--- src/rtl/clk_div_mon_pkg.sv ---
// Shared types and default parameters for the divided-clock period monitor.
package clk_div_mon_pkg;

    localparam int DEF_CNT_W       = 8;
    localparam int DEF_LOCK_CNT    = 4;
    localparam int DEF_SYNC_STAGES = 2;
    localparam int ERR_W           = 8;

    typedef enum logic [1:0] {
        IDLE,
        WAIT_EDGE,
        MEASURE
    } state_t;

endpackage

--- src/rtl/sync_edge_det.sv ---
// Multi-flop synchronizer for an asynchronous clock input, followed by a
// rising-edge detector in the clk_in domain.
module sync_edge_det
    import clk_div_mon_pkg::*;
#(
    parameter int SYNC_STAGES = DEF_SYNC_STAGES
) (
    input  logic clk_in,
    input  logic reset,
    input  logic async_in,
    output logic rise
);

    logic [SYNC_STAGES-1:0] sync_q;
    logic                   prev_q;

    // NOTE: sequential state uses non-blocking assignments so every flop samples pre-edge values.
    always_ff @(posedge clk_in) begin
        if (reset) begin
            sync_q <= '0;
            prev_q <= 1'b0;
        end else begin
            sync_q <= {sync_q[SYNC_STAGES-2:0], async_in};
            prev_q <= sync_q[SYNC_STAGES-1];
        end
    end

    assign rise = sync_q[SYNC_STAGES-1] & ~prev_q;

endmodule

--- src/rtl/clk_div_monitor.sv ---
// Measures the period of mon_clk in clk_in cycles, checks it against an
// expected period with tolerance, and reports lock, errors and timeouts.
module clk_div_monitor
    import clk_div_mon_pkg::*;
#(
    parameter int CNT_W       = DEF_CNT_W,
    parameter int LOCK_CNT    = DEF_LOCK_CNT,
    parameter int SYNC_STAGES = DEF_SYNC_STAGES
) (
    input  logic             clk_in,
    input  logic             reset,
    input  logic             mon_clk,
    input  logic             enable,
    input  logic [CNT_W-1:0] exp_period,
    input  logic [3:0]       tol,
    input  logic             err_clr,
    output logic [CNT_W-1:0] meas_period,
    output logic             meas_valid,
    output logic             locked,
    output logic             period_err,
    output logic             timeout,
    output logic [ERR_W-1:0] err_cnt
);

    localparam int                 RUN_W   = $clog2(LOCK_CNT + 1);
    localparam logic [RUN_W-1:0]   RUN_MAX = RUN_W'(LOCK_CNT);
    localparam logic [CNT_W-1:0]   CNT_MAX = '1;

    state_t             state_q, state_d;
    logic [CNT_W-1:0]   cnt_q, cnt_d;
    logic [RUN_W-1:0]   run_q, run_d;
    logic [CNT_W-1:0]   meas_period_d;
    logic               meas_valid_d, locked_d, period_err_d, timeout_d;
    logic [ERR_W-1:0]   err_cnt_d;
    logic               rise;

    logic signed [CNT_W:0] diff;
    logic        [CNT_W:0] abs_diff;
    logic                  good;

    sync_edge_det #(
        .SYNC_STAGES(SYNC_STAGES)
    ) u_sync (
        .clk_in  (clk_in),
        .reset   (reset),
        .async_in(mon_clk),
        .rise    (rise)
    );

    // One extra bit keeps the signed difference exact across the full counter range.
    assign diff     = $signed({1'b0, cnt_q}) - $signed({1'b0, exp_period});
    assign abs_diff = diff[CNT_W] ? unsigned'(-diff) : unsigned'(diff);
    assign good     = abs_diff <= {{(CNT_W - 3){1'b0}}, tol};

    // NOTE: every output of this block gets a default first, so no path can infer a latch.
    always_comb begin
        state_d       = state_q;
        cnt_d         = cnt_q;
        run_d         = run_q;
        meas_period_d = meas_period;
        meas_valid_d  = 1'b0;
        locked_d      = locked;
        period_err_d  = 1'b0;
        timeout_d     = timeout;

        if (!enable) begin
            state_d   = IDLE;
            cnt_d     = '0;
            run_d     = '0;
            locked_d  = 1'b0;
            timeout_d = 1'b0;
        end else begin
            unique case (state_q)
                IDLE: state_d = WAIT_EDGE;

                WAIT_EDGE: begin
                    if (rise) begin
                        state_d   = MEASURE;
                        cnt_d     = CNT_W'(1);
                        timeout_d = 1'b0;
                    end else if (cnt_q == CNT_MAX) begin
                        // Counter parks at max; only the first arrival raises the error.
                        period_err_d = ~timeout;
                        timeout_d    = 1'b1;
                        run_d        = '0;
                        locked_d     = 1'b0;
                    end else begin
                        cnt_d = cnt_q + 1'b1;
                    end
                end

                MEASURE: begin
                    locked_d = locked | (run_q == RUN_MAX);
                    if (rise) begin
                        cnt_d         = CNT_W'(1);
                        meas_period_d = cnt_q;
                        meas_valid_d  = 1'b1;
                        if (good) begin
                            if (run_q != RUN_MAX) run_d = run_q + 1'b1;
                        end else begin
                            run_d        = '0;
                            locked_d     = 1'b0;
                            period_err_d = 1'b1;
                        end
                    end else if (cnt_q == CNT_MAX) begin
                        state_d      = WAIT_EDGE;
                        timeout_d    = 1'b1;
                        period_err_d = 1'b1;
                        run_d        = '0;
                        locked_d     = 1'b0;
                    end else begin
                        cnt_d = cnt_q + 1'b1;
                    end
                end

                default: state_d = IDLE;
            endcase
        end
    end

    // The error counter tracks the registered period_err pulse one cycle later.
    always_comb begin
        err_cnt_d = err_cnt;
        if (err_clr) begin
            err_cnt_d = period_err ? ERR_W'(1) : '0;
        end else if (period_err && (err_cnt != '1)) begin
            err_cnt_d = err_cnt + 1'b1;
        end
    end

    always_ff @(posedge clk_in) begin
        if (reset) begin
            state_q     <= IDLE;
            cnt_q       <= '0;
            run_q       <= '0;
            meas_period <= '0;
            meas_valid  <= 1'b0;
            locked      <= 1'b0;
            period_err  <= 1'b0;
            timeout     <= 1'b0;
            err_cnt     <= '0;
        end else begin
            state_q     <= state_d;
            cnt_q       <= cnt_d;
            run_q       <= run_d;
            meas_period <= meas_period_d;
            meas_valid  <= meas_valid_d;
            locked      <= locked_d;
            period_err  <= period_err_d;
            timeout     <= timeout_d;
            err_cnt     <= err_cnt_d;
        end
    end

endmodule

--- config.mk ---
export PLATFORM = sky130hd
export DESIGN_NAME = clk_div_monitor
export DESIGN_NICKNAME = d
export VERILOG_FILES = /design/src/rtl/clk_div_mon_pkg.sv /design/src/rtl/sync_edge_det.sv /design/src/rtl/clk_div_monitor.sv
export SDC_FILE = /design/constraint.sdc
export NUM_CORES = 1
export LEC_CHECK = 0
export BUFFER_PORTS_ARGS = -buffer_cell sky130_fd_sc_hd__buf_2
export CORE_MARGIN = 1.5
export CORE_UTILIZATION = 57
export DETAILED_ROUTE_END_ITERATION = 10
export PLACE_DENSITY_LB_ADDON = 0.3
export SYNTH_ARGS = -nofsm -noshare
export SYNTH_HDL_FRONTEND = slang
export SYNTH_HIERARCHICAL = 1
export SYNTH_SLANG_ARGS = --single-unit
--- constraint.sdc ---
create_clock -name clk_in -period 4.2 [get_ports clk_in]
set_clock_uncertainty 0.2 [all_clocks]
set_input_delay 0.42 -clock clk_in [delete_from_list [all_inputs] [get_ports clk_in]]
set_output_delay 0.42 -clock clk_in [all_outputs]
set_load 0.1 [all_outputs]
# Word level (Yosys, flattened, before mapping)
# Index checks and enable logic that the tools add are counted.
[totals]
wordCells = 82
register_bits = 36
[op_classes]
bitwise_logic = 6
reduce_logical = 13
n_addsub = 5
magnitude_cmp = 1
n_eq_ne = 13
muxes = 33
[op_table]
columns = ["cell", "n"]
rows = [
  ["$mux 8", 4],
  ["$add 8x1->8 const B", 2],
  ["$mux 1", 15],
  ["$mux 3", 5],
  ["$ne 2x2->1 const B", 6],
  ["$reduce_and 3->1", 4],
  ["$le 9x4->1", 1],
  ["$mux 9", 1],
  ["$neg 9->9", 1],
  ["$sub 8x8->9", 1],
  ["$eq 8x8->1 const B", 1],
  ["$ne 8x8->1 const B", 1],
  ["$mux 2", 3],
  ["$pmux 1 s2", 3],
  ["$pmux 2 s3", 1],
  ["$pmux 3 s2", 1],
  ["$ne 4x4->1 const B", 1],
  ["$not 1->1", 4],
  ["$reduce_and 2->1", 2],
  ["$reduce_bool 2->1", 2],
  ["$reduce_or 2->1", 2],
  ["$add 3x1->3 const B", 1],
  ["$eq 3x3->1 const B", 1],
  ["$ne 3x3->1 const B", 1],
  ["other kinds (7)", 7],
]

# Depth between registers and ports, before layout
[logic_depth]
word_depth = 7
mapped_depth = 17
mapped_depth_nobuf = 17

# By module
# Netlist, hierarchy kept.
[modules_own_cells]
columns = ["mod", "cells_per_inst", "seq_area_each_um2", "area_per_inst_um2", "instances"]
rows = [
  ["clk_div_monitor", 287, 660.6, 2265.9, 1],
  ["sync_edge_det", 7, 60.1, 87.6, 1],
]

# Worst setup path before layout
# OpenSTA, ideal clock, no wires.
[synth_timing]
path_type = "input to register"
startpoint = "in exp_period[0]"
endpoint = "reg run_q[1]"
path_stages = 16
arrival_time_ns = 3.516
slack_ns = 0.426
path_cell_list = "ha_1 -> fa_1 -> nand2b_1 -> a2111oi_2 -> nor2_1 -> nand2_1 -> xnor2_1 -> ha_1 -> and2_1 -> o21ai_0 -> nand2_1 -> a221o_1 -> a211oi_2 -> o2111ai_2 -> nor3_1 -> o22a_1"
[synth_between]
elab_chain_len = 7
[synth_lines]
columns = ["item", "line", "rtl"]
rows = [
  ["from (decl)", "clk_div_monitor.sv:14", "input logic [CNT_W-1:0] exp_period,"],
  ["$sub 8x8->9 *", "clk_div_monitor.sv:51", "assign diff = $signed({1'b0, cnt_q}) - $signed({1'b0, exp_period});"],
  ["$neg 9->9", "clk_div_monitor.sv:52", "assign abs_diff = diff[CNT_W] ? unsigned'(-diff) : unsigned'(diff);"],
  ["$mux 9 *", "clk_div_monitor.sv:52", ""],
  ["$le 9x4->1 *", "clk_div_monitor.sv:53", "assign good = abs_diff <= {{(CNT_W - 3){1'b0}}, tol};"],
  ["$mux 3", "clk_div_monitor.sv:98", "if (good) begin"],
  ["$mux 3", "clk_div_monitor.sv:94", "if (rise) begin"],
  ["$pmux 3 s2", "clk_div_monitor.sv:73", "unique case (state_q)"],
  ["to (signal assigned)", "clk_div_monitor.sv:145", "run_q <= run_d;"],
  ["to (decl)", "clk_div_monitor.sv:31", "logic [RUN_W-1:0] run_q, run_d;"],
]
# Mark *: on every way between the ends. The rest lies on a longest branch, timed or not.
# A chain may end at the register's enable or synchronous reset.

# Final worst setup path
[layout_timing]
startpoint = "reg cnt_q[0]"
endpoint = "reg run_q[0]"
[layout_between]
elab_chain_len = 7
[layout_lines]
columns = ["item", "line", "rtl"]
rows = [
  ["from (decl)", "clk_div_monitor.sv:30", "logic [CNT_W-1:0] cnt_q, cnt_d;"],
  ["from (signal assigned)", "clk_div_monitor.sv:144", "cnt_q <= cnt_d;"],
  ["$sub 8x8->9", "clk_div_monitor.sv:51", ""],
  ["$neg 9->9", "clk_div_monitor.sv:52", ""],
  ["$mux 9", "clk_div_monitor.sv:52", ""],
  ["$le 9x4->1", "clk_div_monitor.sv:53", ""],
  ["$mux 3", "clk_div_monitor.sv:98", ""],
  ["$mux 3", "clk_div_monitor.sv:94", ""],
  ["$pmux 3 s2", "clk_div_monitor.sv:73", ""],
]
# Several ways; a longest one is shown, not always the timed one. The select of a mux whose other input is x is not followed.

==> flow_metrics.tcl <==
set metrics [dict create \
    status "finished, final reports clean" \
    syn2layout_area_growth_pct 13.93 \
    grt_usage_pct 22.98 \
    final_util_pct 67.52 \
    post_cts_buffers 0 \
    cts_tree "done" \
    numPortBuffers 36 \
    p_leak_uw 0.001177 \
    drt_first_pass_iters 4 \
    synth.yosys.warnings 6 \
    min_to "u_sync/sync_q[0]" \
    syn-num-nets 333 \
    drv_slew 0 \
    power_density_nw_per_um2 257.6 \
    r2r_cells 17 \
    tightestPinTransition_ps 542.0 \
    r2r_start "cnt_q[0]" \
    stdcell_area_um2 2681 \
    drtIter0Drc 90 \
    synthCells 294 \
    antenna_found_initial 0 \
    wirelength_um 5160 \
    yosysTopAreaCellShare_pct 30.62 \
    insertion_delay_ps 290 \
    gp_congestion 0.9413 \
    placed_area_um2 2570 \
    hold_start "mon_clk" \
    synth_area_leaders "dfxtp_1, ha_1, nor2_1" \
    startpoint "cnt_q[0]" \
    die_w_um 67.26 \
    vias 2162 \
    cts_buffers 5 \
    diodes 0 \
    grt_pass1_wl_um 7928 \
    die_y_um 67.26 \
    max_freq_ghz 0.2471 \
    synth.distinct_cells 52 \
    ios 37 \
    grt_overflow 0 \
    core.rowCount 23 \
    die-area_um2 4523 \
    setup_viol_count_final 0 \
    yosysTopAreaCell "dfxtp_1" \
    root_buffer "clkbuf_8" \
    htree_levels 2 \
    grt_pass1_vias 1850 \
    path_class "flop to flop" \
    cts.sinks 36 \
    grt_max_degree 16 \
    viasPerCell 5.675 \
    cp.required_ps 4220 \
    post-route-period-util_pct 96.36 \
    hold_class "primary input to flop" \
    yosys_register_bits 36 \
    start_util_pct 59.26 \
    wire_per_inst_um 13.54 \
    cap_violations 0 \
    cp.arrival_ps 4070 \
    dp_hpwl_um 3982 \
    clock_path_buffers 2 \
    peakVddDrop_mv 0.2177 \
    core_area_um2 3971 \
    synth_edf_count 0 \
    hold_depth 2 \
    synth_ff_type "dfxtp_1" \
    ys_seq_area_share_pct 30.62 \
    layout_min_cycle_time_ps 4047 \
    setup.worst_path.end_class "flop" \
    drive_above_1_share_pct 18.13 \
    layout_common_cells "nor2_1, buf_2, dfxtp_1" \
    async_flop_share_pct 0 \
    final_common_cell "nor2_1" \
    cp_max_fo 6 \
    cts_hold_buf 0 \
    synth_area_um2 2354 \
    reg2reg_setup_slack_ps 150 \
    reg2reg_to "run_q[0]" \
    finalNetCount 369 \
    drc 0 \
    cp-start-kind "flop" \
    syn_area_per_cell_um2 8.005 \
    ant_nets 0 \
    cts.clk_slew.worst_paths_ps 70 \
    relSlewSlack_pct 63.77 \
    finalHoldViolations 0 \
]
[logic make-up after synthesis]
| family | count (synthesis) | share of synthesized area (%) |
|---|---|---|
| AOI/OAI and AO/OA | 64 | 19.14 |
| muxes | 9 | 3.828 |
| adders and majority gates | 22 | 12.01 |
| DFF | 36 | 30.62 |
| buffers and inverters | 32 | 5.263 |
| xor gates and xnor gates | 13 | 4.838 |
| and+or+nand+nor | 118 | 24.30 |
[flip-flops by register name, indices dropped and copies added, names as in the netlist, 2 cells and up]
signal	cells
state_q	2
meas_period	8
u_sync/sync_q	2
err_cnt	8
cnt_q	8
run_q	3
[stage by stage]
step / hold slack (ps) / worst slack (ps) / setup TNS [ps] / power [µW] / std cells
floorplan: 213.8 / 426.3 / 0 / 426.5 / 294
detailed placement: 233.7 / 35.77 / 0 / 451.7 / 373
global route: 138.7 / -41.49 / -71.38 / 718.7 / 381
finish: 140.8 / 153.0 / 0 / 690.7 / 381
CTS: 139.1 / 72.84 / 0 / 694.7 / 381
global placement: 215.8 / 165.4 / 0 / 448.6 / 373
[power breakdown]
part | internal, µW | total [µW] | switching (µW)
clock | 115 | 245 | 129
sequential | 343 | 345 | 1.57
combinational | 42.7 | 101 | 58.4
total | 502 | 691 | 189
[repair_timing]
item                                   CTS  global route
endpoints found under the hold margin    0             0
resized for setup                        0             5
setup endpoints to repair                0             4
[critical path, cell delays in order (launching register included)]
cell and delay (ps):
dfxtp_2 360, inv_1 70, ha_1 200, fa_1 410, nand2b_2 250, a2111oi_4 360
nor2_2 120, nand2_1 110, xnor2_1 140, ha_1 270, and2_1 170, o21ai_0 70
nand2_1 70, a221o_1 310, a211oi_2 240, o2111ai_2 240, o21ba_1 240, o22ai_1 130
[layer usage]
layer	vias to the layer above	part of all wire, %	global-route usage, %
met2	52	46	37.75
met1	990	47	28.66
met3	17	3.7	5.333
met4	0	3.0	10.20
met5	-	0	0
li1	1103	-	-
[cells in the mapped netlist (all sizes together), types with 2 or more instances]
library cell and n:
nor2b 7, a221oi 2, xor2 10, ha 21, clkbuf 5, mux2i 9, and2 3, inv 24
nor3 10, or3 5, a2111oi 2, a21oi 21, o21a 2, a31oi 5, o21ai 15, nand2 25
xnor2 3, nand2b 3, dfxtp 36, nor4b 2, buf 3, nor2 39, nand3 12, nand4 6
a211oi 4
[area by class of cell]
cell class	count	area, µm²
Multi-Input combinational cell	226	1531
Tap cell	50	62.56
Sequential cell	36	721.9
Clock inverter	3	18.77
Clock buffer	5	68.82
Fill cell	340	1290
Inverter	24	90.09
Timing Repair Buffer	37	187.7
[how the worst max path moves through the flow]
stage	endpoint	slack (ps)	depth (start not counted)
floorplan	run_q[1]	430	16
global placement	run_q[1]	170	17
detailed placement	run_q[1]	40	17
CTS	run_q[1]	70	17
global route	run_q[0]	-40	17
finish	run_q[0]	150	17
Note: power is estimated with default switching activity, not from simulation.
